==> config.mk <==
export PLATFORM = sky130hd
export DESIGN_NAME = pchinfo_feeder
export DESIGN_NICKNAME = d
export VERILOG_FILES = /design/src/rtl/pchinfo_feeder_pkg.sv /design/src/rtl/pchinfo_fifo.sv /design/src/rtl/pchinfo_feeder.sv
export SDC_FILE = /design/constraint.sdc
export NUM_CORES = 1
export LEC_CHECK = 0
export ABC_AREA = 1
export BUFFER_PORTS_ARGS = -buffer_cell sky130_fd_sc_hd__clkbuf_2
export CAP_MARGIN = 15
export CORE_MARGIN = 2
export CORE_UTILIZATION = 45
export DETAILED_ROUTE_END_ITERATION = 8
export HOLD_SLACK_MARGIN = 0.02
export PLACE_DENSITY = 0.74
export SETUP_SLACK_MARGIN = 0.3
export SKIP_CTS_REPAIR_TIMING = 1
export SYNTH_ARGS = -nofsm -noshare
export SYNTH_HDL_FRONTEND = slang
export SYNTH_SLANG_ARGS = --single-unit
==> constraint.sdc <==
create_clock -name clk -period 2.3 [get_ports clk]
set_input_delay 0.23 -clock clk [delete_from_list [all_inputs] [get_ports clk]]
set_output_delay 0.23 -clock clk [all_outputs]
set_load 0.01 [all_outputs]
==> src/rtl/pchinfo_feeder_pkg.sv <==
// Shared types for the pchinfo batch feeder.
// Supplies fallbacks for NUM_PCH, PCHINFO_BW and LOG2 when define.v is not on the file list.
`ifndef NUM_PCH
`define NUM_PCH 8
`endif
`ifndef PCHINFO_BW
`define PCHINFO_BW 16
`endif
`ifndef LOG2
`define LOG2(x) $clog2(x)
`endif

package pchinfo_feeder_pkg;
  typedef enum logic [1:0] {
    STREAM,
    WAIT_RISE,
    WAIT_FALL
  } feed_state_e;
endpackage

==> src/rtl/pchinfo_fifo.sv <==
// Small skid FIFO with registered occupancy count; DEPTH must be a power of two.
module pchinfo_fifo #(
    parameter int unsigned WIDTH = 17,
    parameter int unsigned DEPTH = 4
) (
    input  logic                     clk,
    input  logic                     rst,
    input  logic                     push,
    input  logic [WIDTH-1:0]         push_data,
    input  logic                     pop,
    output logic [WIDTH-1:0]         head,
    output logic [$clog2(DEPTH):0]   count
);
    localparam int unsigned PW = $clog2(DEPTH);

    logic [WIDTH-1:0] mem [DEPTH];
    logic [PW-1:0]    wr_ptr;
    logic [PW-1:0]    rd_ptr;

    always_ff @(posedge clk) begin
        if (push) begin
            mem[wr_ptr] <= push_data;
        end
    end

    // Pointers are exactly log2(DEPTH) bits wide, so wrap is free.
    always_ff @(posedge clk) begin
        if (rst) begin
            wr_ptr <= '0;
            rd_ptr <= '0;
            count  <= '0;
        end else begin
            if (push) begin
                wr_ptr <= wr_ptr + 1'b1;
            end
            if (pop) begin
                rd_ptr <= rd_ptr + 1'b1;
            end
            case ({push, pop})
                2'b10:   count <= count + 1'b1;
                2'b01:   count <= count - 1'b1;
                default: count <= count;
            endcase
        end
    end

    assign head = mem[rd_ptr];
endmodule

==> src/rtl/pchinfo_feeder.sv <==
// Feeds buffered pchinfo entries to srmem in batches and waits for the wrfull handshake.
// Optional statistics outputs (batch_cnt, stall_cnt) are enabled by PCHINFO_FEEDER_STAT_EN.
module pchinfo_feeder
  import pchinfo_feeder_pkg::*;
#(
  parameter int unsigned NUM_PCH    = `NUM_PCH,
  parameter int unsigned DATA_BW    = `PCHINFO_BW,
  parameter int unsigned FIFO_DEPTH = 4
) (
  input  logic               clk,
  input  logic               rst,
  input  logic               in_valid,
  input  logic [DATA_BW-1:0] in_data,
  input  logic               in_last,
  output logic               in_ready,
  input  logic               wrfull,
  output logic               valid_din,
  output logic [DATA_BW-1:0] din,
  output logic               is_lastdin,
  output logic               req_newdata,
  output logic               batch_done
`ifdef PCHINFO_FEEDER_STAT_EN
  ,
  output logic [15:0]        batch_cnt,
  output logic [15:0]        stall_cnt
`endif
);
  localparam int unsigned BCNT_W = `LOG2(NUM_PCH);
  localparam int unsigned CNT_W  = $clog2(FIFO_DEPTH) + 1;
  localparam logic [BCNT_W-1:0] BCNT_MAX = BCNT_W'(NUM_PCH - 1);
  localparam logic [CNT_W-1:0]  CNT_FULL = CNT_W'(FIFO_DEPTH);

  feed_state_e       state_q;
  feed_state_e       state_d;
  logic [BCNT_W-1:0] bcnt_q;
  logic [CNT_W-1:0]  fifo_count;
  logic [DATA_BW:0]  fifo_head;
  logic              fifo_push;
  logic              fifo_nonempty;
  logic              head_last;

  assign in_ready      = (fifo_count != CNT_FULL);
  assign fifo_push     = in_valid & in_ready;
  assign fifo_nonempty = (fifo_count != '0);
  assign head_last     = fifo_head[DATA_BW];
  assign din           = fifo_head[DATA_BW-1:0];
  assign req_newdata   = fifo_nonempty | in_valid;

  pchinfo_fifo #(
    .WIDTH (DATA_BW + 1),
    .DEPTH (FIFO_DEPTH)
  ) u_fifo (
    .clk       (clk),
    .rst       (rst),
    .push      (fifo_push),
    .push_data ({in_last, in_data}),
    .pop       (valid_din),
    .head      (fifo_head),
    .count     (fifo_count)
  );

  always_comb begin
    state_d    = state_q;
    valid_din  = 1'b0;
    is_lastdin = 1'b0;
    batch_done = 1'b0;
    case (state_q)
      STREAM: begin
        valid_din  = ~wrfull & fifo_nonempty;
        is_lastdin = valid_din & (head_last | (bcnt_q == BCNT_MAX));
        if (is_lastdin) begin
          state_d = WAIT_RISE;
        end
      end
      WAIT_RISE: begin
        if (wrfull) begin
          state_d = WAIT_FALL;
        end
      end
      WAIT_FALL: begin
        if (!wrfull) begin
          state_d    = STREAM;
          batch_done = 1'b1;
        end
      end
      default: state_d = STREAM;
    endcase
  end

  always_ff @(posedge clk) begin
    if (rst) begin
      state_q <= STREAM;
      bcnt_q  <= '0;
    end else begin
      state_q <= state_d;
      if (valid_din) begin
        bcnt_q <= is_lastdin ? '0 : bcnt_q + 1'b1;
      end
    end
  end

`ifdef PCHINFO_FEEDER_STAT_EN
  // Stall = entry ready to stream but srmem still busy.
  always_ff @(posedge clk) begin
    if (rst) begin
      batch_cnt <= '0;
      stall_cnt <= '0;
    end else begin
      if (batch_done && batch_cnt != '1) begin
        batch_cnt <= batch_cnt + 1'b1;
      end
      if (state_q == STREAM && fifo_nonempty && wrfull && stall_cnt != '1) begin
        stall_cnt <= stall_cnt + 1'b1;
      end
    end
  end
`endif
endmodule
# [Word-level counts from Yosys, hierarchy flattened]
# Memories as Yosys holds them, arrays and structs flattened. A register that Yosys moved wholly into a read port is not among the register bits.
# Index checks and enable logic that the tools add are counted.
[totals] ff_bits=12 latch_bits=0 mem_bits_rw=68 rom_bits=0 memories=1
[mem_list] memory="u_fifo.mem" words=4 width=17 rd=1 rd_clocked_by_memory_dff=1 wr=1 line="pchinfo_fifo.sv:16" rtl="logic [WIDTH-1:0] mem [DEPTH];"
[op_classes] addsub=5 mul=0 n_div=0 n_lt_le_gt_ge=0 eq_ne=9 n_shift=0 mux=14 bitwise=6 reduce_logical=4
[op_table] cell="2-to-1 mux 2 bit" count=5
[op_table] cell="adder 3 x 1 -> 3 bit (second input constant)" count=2
[op_table] cell="2-to-1 mux 1 bit" count=6
[op_table] cell="!= test 2 bit (second input constant)" count=3
[op_table] cell="case mux 2 bit (3 select lines)" count=1
[op_table] cell="case mux 3 bit (2 select lines)" count=1
[op_table] cell="adder 2 x 1 -> 2 bit (second input constant)" count=2
[op_table] cell="== test 2 x 1 -> 1 bit (second input constant)" count=2
[op_table] cell="== test 2 bit (second input constant)" count=2
[op_table] cell="bitwise AND 1 bit" count=3
[op_table] cell="== test 3 bit (second input constant)" count=1
[op_table] cell="2-to-1 mux 3 bit" count=1
[op_table] cell="!= test 3 bit (second input constant)" count=1
[op_table] cell="AND reduction 3 bit" count=1
[op_table] cell="nonzero test 3 bit" count=1
[op_table] cell="subtractor 3 x 1 -> 3 bit (second input constant)" count=1
[op_table] cell="logical NOT 2 bit" count=1
[op_table] cell="bitwise OR 1 bit" count=2
[op_table] cell="nonzero test 2 bit" count=1
[op_table] cell="inverter 1 bit" count=1

# [Depth between registers and ports, before layout]
# Gate-level depths: netlist (run 1).
[logic_depth] ltp_word=5 ltp_mapped=11 ltp_nobuf=11

# [By module]
# A second synthesis (run 1) with hierarchy kept.
[hier_totals] cells_unflattened=267 area_unflattened_um2=3368.2
[by_module_without_submodules] module="pchinfo_fifo" instances=1 cells_each=220 area_per_inst_um2=3015.4 seq_area_each_um2=2222.1
[by_module_without_submodules] module="pchinfo_feeder" instances=1 cells_each=47 area_per_inst_um2=352.8 seq_area_each_um2=100.1

# [Least setup slack after synthesis (run 1)]
# No wires, ideal clock.
[synth_path] kind="reg-to-reg" startpoint="register u_fifo.count[2]" endpoint="register u_fifo.count[2]" t_arrival_ns=1.685 t_required_ns=2.178 path_slack_ns=0.493 stages_incl_launch_ff=10 period_less_slack_ns=1.807 path_cell_list="dfxtp_1 -> nand3_1 -> nand2_2 -> ha_1 -> inv_1 -> fa_1 -> a21oi_1 -> o21ai_0 -> o21ai_0 -> a21oi_1"
[synth_rtl] item="start: declaration" line="pchinfo_fifo.sv:12" rtl="output logic [$clog2(DEPTH):0] count"
[synth_rtl] item="start signal: assignment" line="pchinfo_fifo.sv:40" rtl="2'b10: count <= count + 1'b1;"
[synth_rtl] item="start signal: assignment" line="pchinfo_fifo.sv:41" rtl="2'b01: count <= count - 1'b1;"
[synth_rtl] item="start signal: assignment" line="pchinfo_fifo.sv:42" rtl="default: count <= count;"
[synth_rtl] item="!= test 3 bit (*)" line="pchinfo_feeder.sv:42" rtl="assign in_ready = (fifo_count != CNT_FULL);"
[synth_rtl] item="named net in_ready" line="pchinfo_feeder.sv:15" rtl="output logic in_ready,"
[synth_rtl] item="bitwise AND 1 bit (*)" line="pchinfo_feeder.sv:43" rtl="assign fifo_push = in_valid & in_ready;"
[synth_rtl] item="== test 2 x 1 -> 1 bit or == test 2 bit (tied branches)" line="pchinfo_fifo.sv:39" rtl="case ({push, pop})"
[synth_rtl] item="case mux 3 bit (2 select lines) or nonzero test 2 bit (tied branches)"
# The timed path passes the listed nets; every way through them passes the cells marked *.
# A chain may end at the register's enable or synchronous reset.

==> run metrics, run 1 <==
dominant synthesized flop cell edfxtp_1; global-route wire length before repair between 9000 and 10000 um; crit share post-route 0.818; outcome completed; max-cap violations 0; maximum root-to-sink buffer count 2; ys async rst share 0; Layout area overhead 17.3%; Pint roughly 2.8 mW; Wirelength per Cell between 10 and 15 um; R2R depth 11; antenna viol nets, final 0; Clock transition at path regs ~80 ps; Final Wtd Congestion 0.788; worst hold start in_data[4]; Final nets 340; Synthesis Warnings 0; root buf cell clkbuf_8; R2R Path End u_fifo.count[2]; Post-Syn Nets between 200 and 300; Post-Syn Area 3280 sq um; drt first pass iters 4; maximum VDD drop 0.538 mV; Post-Place Worst Slack ~410 ps; wirelength, routed 5650 um; hold depth 1; Starting Density 0.458; residual DRC count 0; Clock Latency Late Sink ~330 ps; area of the multi-input gates between 800 and 900 sq um; EDFF count, synth 68; initial antenna violation count 0; LEAKAGE 1.45 nW; Period minus WS final approximately 1900 ps; # placed instances 397; sw frac 0.309; CP Max Fanout 24; number of global-route vias before repair about 2000; pin count of the biggest net entering global routing 35; ant diodes 0; area share of the largest cell type after synthesis 0.622; final setup violation count 0; H-tree depth 3; clock share of power 0.273; Comb pwr share 0.264; Commonest cells post-synth 68 x edfxtp_1, 42 x nor2_1, 37 x o21ai_0, 16 x o22ai_1; WP data required a little over 2000 ps; Die Wd 89.4 um; relative max-transition margin 0.774; Final WS setup 417 ps; worst r2r src u_fifo.count[1]; reg2reg setup slack 500 ps; IO Count 42; DIE HEIGHT roughly 89 um; FILL cells between 600 and 700; Area contributors post-synth edfxtp_1 62%, dfxtp_1 8.5%, o21ai_0 5.6%, nor2_1 4.8%, o22ai_1 3.0%; CTS tree built; Vias just over 2000; switching power roughly 1.2 mW; TritonCTS Buffers 9; kind of critical path reg2out; Synth cell types 28; die area roughly 8000 sq um; HP Class in2reg; FP Rows 31; Max Clock Skew between 7 and 8 ps; share of layout cells above drive strength 1 0.288; Worst Tran Pin Value 340 ps; cell count after synthesis 260; FF+latch count, synth between 80 and 90; Port-buffer cells between 40 and 50; final instance count without filler cells 415; Post-DP HPWL approximately 3500 um; endpoints failing hold 0; total gr overflow 0; Max Slew Vio Count 0; pwr/cell area about 1000 nW/um^2; drt initial violations about 180; RSZ-0062 raised after global routing yes; Highest Clock Rate 531 MHz; cell with the most instances after synthesis edfxtp_1; post-synthesis sequential area ratio 0.707; Startpoint Class flip-flop; Setup crit end kind output pin; GRT Total Usage 0.156; Reg power frac 0.464; clock sink count 82; setup TNS 0 ps; final core area utilization 0.537; Hold EP u_fifo.mem[0][4]; Reg area ~2300 sq um; core area roughly 7200 sq um; Avg Synthesized Cell Area around 13 sq um; dominant cell type by area after synthesis edfxtp_1; vias per inst 4.91; WP data arrival roughly 1700 ps
[power groups by stage]
stage          Clock (mW)  Combinational (mW)  Sequential (mW)
4_1_cts              1.12                1.04             1.86
5_1_grt              1.19                1.19             1.88
3_5_place_dp            0                1.03             1.89
2_1_floorplan           0               0.727             1.86
3_3_place_gp            0                1.01             1.89
6_report             1.09                1.06             1.86
[critical path, cell delays in order, from the launching register on]
cell and delay [ps]:
dfxtp_2 490, buf_4 310, o21ai_0 130, o22ai_1 210, clkbuf_2 170
[layout by cell type (no fill, tap or decap), drive strengths merged]
master    instances
edfxtp           68
clkbuf           51
nor2             45
o21ai            38
inv              23
nand2            19
o22ai            16
dfxtp            14
a21oi            10
buf               8
ha                7
nand3             7
clkinv            3
bufinv            2
nor3              1
nor3b             1
nand4             1
fa                1
clkinvlp          1
[sequential cells by signal (all words and copies together) (netlist names), named ones only]
name / count
u_fifo.rd_ptr: 2
u_fifo.wr_ptr: 2
bcnt_q: 3
u_fifo.mem: 68
u_fifo.count: 3
state_q: 2
[routing by layer]
layer	global-route usage	up-vias	part of all wire
met5	0	-	0
met4	0.0448	0	0.0080
met3	0.0600	5	0.060
met2	0.275	53	0.50
met1	0.175	960	0.43
li1	-	1021	-
[worst max-delay path by stage]
stage	from	endpoint	slack, ps	cells after the start
after global routing	flip-flop	din[0]	280	4
after floorplan	u_fifo.count[2]	u_fifo.count[2]	490	9
after global placement	wrfull	u_fifo.count[2]	450	11
after detailed placement	wrfull	u_fifo.count[2]	410	11
final	flip-flop	din[0]	420	4
after CTS	flip-flop	din[0]	190	4
[final cells by class]
class | instances | share of cell area
multi-input cells | 146 | 0.216
repair buffers | 49 | 0.0688
flip-flops and latches | 82 | 0.603
inverters | 23 | 0.0237
well taps | 99 | 0.0321
clock buffers | 10 | 0.0331
clock inverters | 6 | 0.0231
[cell families (layout without fill, tap and decap cells)]
family	after synthesis	count (layout)	share of synthesized area
AOI/OAI and AO/OA	64	64	0.106
adders and majority gates	8	8	0.0328
buffers and inverters	32	88	0.0423
DFF	82	82	0.707
and+or+nand+nor	74	74	0.112
[through the flow]
stage / area (sq um) / power (mW) / hold slack, ps
final: 3850 / 4.01 / 108
after CTS: 3830 / 4.01 / 90.8
after detailed placement: 3610 / 2.92 / 448
after global routing: 3850 / 4.26 / 89.0
after global placement: 3610 / 2.89 / 446
after floorplan: 3280 / 2.58 / 292
Power figures use the tool's default switching activity.
==> run 2, diff against run 1 <==
--- a/config.mk
+++ b/config.mk
@@ -12,7 +12,7 @@
 export CORE_UTILIZATION = 45
 export DETAILED_ROUTE_END_ITERATION = 8
 export HOLD_SLACK_MARGIN = 0.02
-export PLACE_DENSITY = 0.74
+export PLACE_DENSITY = 0.76
 export SETUP_SLACK_MARGIN = 0.3
 export SKIP_CTS_REPAIR_TIMING = 1
 export SYNTH_ARGS = -nofsm -noshare
==> constraint.sdc (replaced) <==
create_clock -name clk -period 1.5 [get_ports clk]
set_input_delay 0.15 -clock clk [delete_from_list [all_inputs] [get_ports clk]]
set_output_delay 0.15 -clock clk [all_outputs]
set_load 0.01 [all_outputs]
==> run 2 against run 1 <==
Compared with the run above: the run now ends with setup timing left; die area stayed put; non-clock buffer count rose by 38; critical path depth is 7 higher; cell area increased by 23%; first-iteration DRC count grew 26%; combinational power grew to 2.7 times the previous value; worst setup slack got worse by 620 ps; via count is 14% higher; power rose by 92%; critical path type is now reg2reg; highest routed layer unchanged.
==> run metrics, run 2 (same netlist as run 1, synthesis figures left out) <==
CP Max Fanout 3 (-88%); Hold EP u_fifo.mem[2][12]; R2R Path End u_fifo.count[2]; total gr overflow 0 (unchanged); total power draw 7.69 mW (+92%); Period minus WS final ~1700 ps; WP data required 1740 ps (-330 ps); H-tree depth 3 (unchanged); pwr/cell area 1620 nW/um^2 (+56%); R2R depth 11 (unchanged); relative max-transition margin 0.813 (+0.0393); global-route wire length before repair 9230 um (+1.5%); wirelength, routed 7740 um (+37%); number of global-route vias before repair 1923 (-4.1%); Final nets 378 (+11%); root buf cell clkbuf_8; drt first pass iters 5 (+1); GRT Total Usage 0.160 (+0.00394); drt initial violations 221 (+26%); crit share post-route 1.14; Worst Tran Pin Value 280 ps (-59.2 ps); worst-path cell chain inv_4, nand2_4, nor2_4, nor2_8, ha_4, inv_2, fa_2, a21oi_2, o21ai_2, o21ai_1, a21oi_1; max incr delay on CP 370 ps (-120 ps); Max Slew Vio Count 0 (unchanged); Reg with most FFs u_fifo.mem; IO Count 42 (unchanged); Die Wd 89.4 um (unchanged); Clock Latency Late Sink 350 ps (+20 ps); Setup crit start u_fifo.count[1]; vias per inst 5.13 (+4.4%); pin count of the biggest net entering global routing 23 (-34%); Setup crit end kind flip-flop; worst hold start in_data[12]; most common cell after layout, fill and taps aside edfxtp_1; residual DRC count 0 (unchanged); Port-buffer cells 41 (unchanged); ant diodes 0 (unchanged); Post-Place Worst Slack -162 ps (-572 ps); TritonCTS Buffers 9 (unchanged); hold depth 1 (unchanged); share of layout cells above drive strength 1 0.489 (+0.201); setup TNS -1310 ps (-1310 ps); Layout area overhead 44.1%; FP Rows 31 (unchanged); core area 7180 sq um (unchanged); kind of critical path reg2reg; Worst path slowest cell dfxtp_2; Vias 2323 (+14%); most frequent cells in the layout 68 x edfxtp_1, 25 x nor2_1, 21 x clkbuf_2; CTS tree built; RSZ-0062 raised after global routing yes; maximum root-to-sink buffer count 2 (unchanged); Wirelength per Cell 17.1 um (+25%); Final WS setup -206 ps (-623 ps); LEAKAGE 1.77 nW (+23%); outcome complete, but fails checks; endpoints failing hold 0 (unchanged); final setup violation count 17 (+17); HP Class in2reg; die area 8000 sq um (unchanged); clock sink count 82 (unchanged); failing checks setup timing; Starting Density 0.458 (unchanged); Top Registers u_fifo.mem x68, bcnt_q x3, u_fifo.count x3; Highest Clock Rate ~590 MHz; initial antenna violation count 0 (unchanged); Final Wtd Congestion 0.737 (-6.5%); maximum VDD drop 0.666 mV (+24%); antenna viol nets, final 0 (unchanged); final core area utilization 0.660 (+0.123); reg2reg setup slack -210 ps (-710 ps); DIE HEIGHT 89.4 um (unchanged); Max Clock Skew 10.4 ps (+2.96 ps); Startpoint Class flip-flop; max reg flops 68 (unchanged); worst r2r src u_fifo.count[1]; Post-DP HPWL 4040 um (+14%); FILL cells 451 (-26%); max-cap violations 0 (unchanged); WP data arrival 1950 ps (+300 ps); Clock transition at path regs 80 ps (about the same)
==> run 2: cell count changes in the layout (fill, tap and decap cells not counted), sizes merged <==
cell	previous run	this run
dlygate4sd3	0	14
buf	8	47
inv	23	24
clkinvlp	1	0
clkbuf	51	35
bufinv	2	3
==> run 2: power breakdown <==
group          total [mW]  internal [mW]  switching [mW]
Sequential           2.90           2.74           0.160
Combinational        2.82           1.33            1.49
Clock                1.97           1.13           0.843
Total                7.69           5.19            2.50
==> run 2: critical path: cells and delay by family (launching register included) <==
kind,cells,cell delay [ps]
AND/OR/NAND/NOR,3,230
adder cells (fa/ha/maj),2,500
flip-flops,1,370
buffers and inverters,2,100
AO/OA/AOI/OAI,4,410
==> run 2: per-stage QoR <==
stage / area [sq um] / hold slack (ps) / std cells
2_1_floorplan: 3360 / 212 / 260
3_3_place_gp: 3860 / 369 / 411
3_5_place_dp: 3860 / 373 / 411
4_1_cts: 4100 / -0.238 / 427
5_1_grt: 4730 / 25.4 / 453
6_report: 4730 / 34.9 / 453
==> run 2: layout make-up <==
cell class | instances | area, sq um | area share
clock buffers | 9 | 124 | 0.0262
clock inverters | 7 | 124 | 0.0262
inverters | 23 | 106 | 0.0225
multi-input cells | 146 | 1100 | 0.232
flip-flops and latches | 82 | 2330 | 0.493
well taps | 99 | 124 | 0.0262
repair buffers | 87 | 826 | 0.174
==> run 2: worst max-delay path by stage <==
stage | endpoint | depth (start not counted)
detailed placement | u_fifo.count[2] | 11
global placement | u_fifo.count[1] | 10
finish | u_fifo.count[2] | 11
global route | u_fifo.count[2] | 11
CTS | din[14] | 5
floorplan | u_fifo.count[2] | 11
==> run 2: per-layer routing <==
| layer | vias up | GRT usage | share of wire | wire length [um] |
|---|---|---|---|---|
| li1 | 1107 | - | - | - |
| met1 | 1127 | 0.204 | 0.39 | 3000 |
| met2 | 76 | 0.257 | 0.55 | 4230 |
| met3 | 13 | 0.0443 | 0.050 | 384 |
| met4 | 0 | 0.0651 | 0.016 | 123 |
| met5 | - | 0 | 0 | 0 |
==> run 3, diff against run 2 <==
--- a/config.mk
+++ b/config.mk
@@ -18,3 +18,4 @@
 export SYNTH_ARGS = -nofsm -noshare
 export SYNTH_HDL_FRONTEND = slang
 export SYNTH_SLANG_ARGS = --single-unit
+export TNS_END_PERCENT = 20
==> run 3 against run 2 <==
Compared with the run above: the flow still finishes with violations (setup timing); wire length fell by 5.0%; clock skew hardly changed; power down 6.7%; critical path type is now reg2out; critical endpoint is now din[3]; highest routed layer unchanged.
==> run metrics, run 3 (same netlist as run 1, synthesis figures left out) <==
LEAKAGE 1.70 nW (-4.2%); CTS tree built; setup TNS -1960 ps (-649 ps); Final Wtd Congestion 0.743 (+0.83%); Clock transition at path regs 80 ps (about the same); Max Clock Skew 10.1 ps (-0.369 ps); residual DRC count 0 (unchanged); Max Slew Vio Count 0 (unchanged); DIE HEIGHT 89.4 um (unchanged); Worst Tran Pin Value 260 ps (-20.4 ps); hold depth 1 (unchanged); H-tree depth 3 (unchanged); Die Wd 89.4 um (unchanged); GRT Total Usage 0.165 (+0.00531); FILL cells 506 (+12%); total gr overflow 0 (unchanged); vias per inst 5.29 (+3.2%); maximum VDD drop 0.633 mV (-4.9%); core area 7180 sq um (unchanged); CP Max Fanout 6 (+3); max-cap violations 0 (unchanged); drt first pass iters 4 (-1); crit share post-route 1.11 (-0.0317); drt initial violations 149 (-33%); WP data arrival 1510 ps (-440 ps); Top Registers u_fifo.mem x68, bcnt_q x3, u_fifo.count x3; Reg with most FFs u_fifo.mem; pwr/cell area 1570 nW/um^2 (-3.6%); outcome complete, but fails checks; WP data required 1350 ps (-390 ps); maximum root-to-sink buffer count 2 (unchanged); kind of critical path reg2out; ant diodes 0 (unchanged); Setup crit end kind output pin; Startpoint Class flip-flop; final setup violation count 20 (+3); hold slack 22.2 ps (-12.6 ps); DP Area 3830 sq um (-0.78%); failing checks setup timing; final core area utilization 0.638 (-0.0214); share of layout cells above drive strength 1 0.487 (-0.00159); root buf cell clkbuf_8; global-route wire length before repair 9540 um (+3.4%); Period minus WS final 1660 ps (-47.6 ps); Post-Place Worst Slack -155 ps (+7.38 ps); Highest Clock Rate 603 MHz (+2.9%); Starting Density 0.458 (unchanged); die area 8000 sq um (unchanged); Layout area overhead 39.4%; Port-buffer cells 41 (unchanged); FP Rows 31 (unchanged); initial antenna violation count 0 (unchanged); pin count of the biggest net entering global routing 20 (-13%); Clock Latency Late Sink 350 ps (about the same); R2R depth 10 (-1); number of global-route vias before repair 2100 (+9.2%); antenna viol nets, final 0 (unchanged); HP Class in2reg; Wirelength per Cell 16.4 um (-3.9%); relative max-transition margin 0.826 (+0.0136); Finished Cell Area 4580 sq um (-3.3%); IO Count 42 (unchanged); Post-DP HPWL 3920 um (-3.0%); Final nets 373 (-1.3%); max reg flops 68 (unchanged); Final WS setup -158 ps (+47.6 ps); Vias 2372 (+2.1%); endpoints failing hold 0 (unchanged); TritonCTS Buffers 9 (unchanged); most common cell after layout, fill and taps aside edfxtp_1; RSZ-0062 raised after global routing yes; wirelength, routed 7350 um (-5.0%); most frequent cells in the layout 68 x edfxtp_1, 28 x nor2_1, 24 x clkbuf_2; clock sink count 82 (unchanged)
==> run 3: cell count changes in the layout (fill, tap and decap cells not counted), moves of 4 or more <==
cell and change:
o21ai_2 +4, o21ai_1 -5, dlygate4sd3_1 -5, buf_4 +4
==> run 3: routing by layer <==
layer	vias to the layer above	GRT usage	part of all wire
met5	-	0	0
met2	89	0.270	0.53
met3	24	0.0452	0.054
met4	0	0.107	0.032
li1	1095	-	-
met1	1164	0.190	0.39
==> run 3: final cells by class <==
type / instances / area (sq um) / area share
multi-input combinational: 146 / 1090 / 0.237
clock inverter: 6 / 66.3 / 0.0145
tap: 99 / 124 / 0.0270
clock buffer: 10 / 128 / 0.0279
inverter: 23 / 109 / 0.0238
sequential: 82 / 2330 / 0.510
timing repair buffer: 82 / 732 / 0.160
==> run 3: path summary, 6_finish.rpt <==
kind | from | to | slack (ps)
max | flip-flop | din[3] | -160
min | in_data[3] | u_fifo.mem[0][3] | 20
max reg2reg | u_fifo.count[1] | u_fifo.count[1] | -160
min reg2reg | state_q[1] | state_q[1] | 490
==> run 3: per-stage QoR <==
step           power (mW)  cells
6_report             7.17    448
5_1_grt              7.53    448
3_5_place_dp         4.78    409
4_1_cts              6.30    425
3_3_place_gp         4.71    409
2_1_floorplan        4.05    260
==> run 3: power by group <==
part | leakage (nW) | internal [mW] | switching (mW)
Combinational | 0.854 | 1.26 | 1.45
Clock | 0.101 | 0.776 | 0.797
Sequential | 0.741 | 2.74 | 0.155
Total | 1.70 | 4.77 | 2.40
==> run 3: worst max-delay path, stage by stage (launching register included) <==
cell	delay, ps
dfxtp_4	440
buf_6	120
buf_8	110
o21ai_0	100
o22ai_1	210
clkbuf_2	180
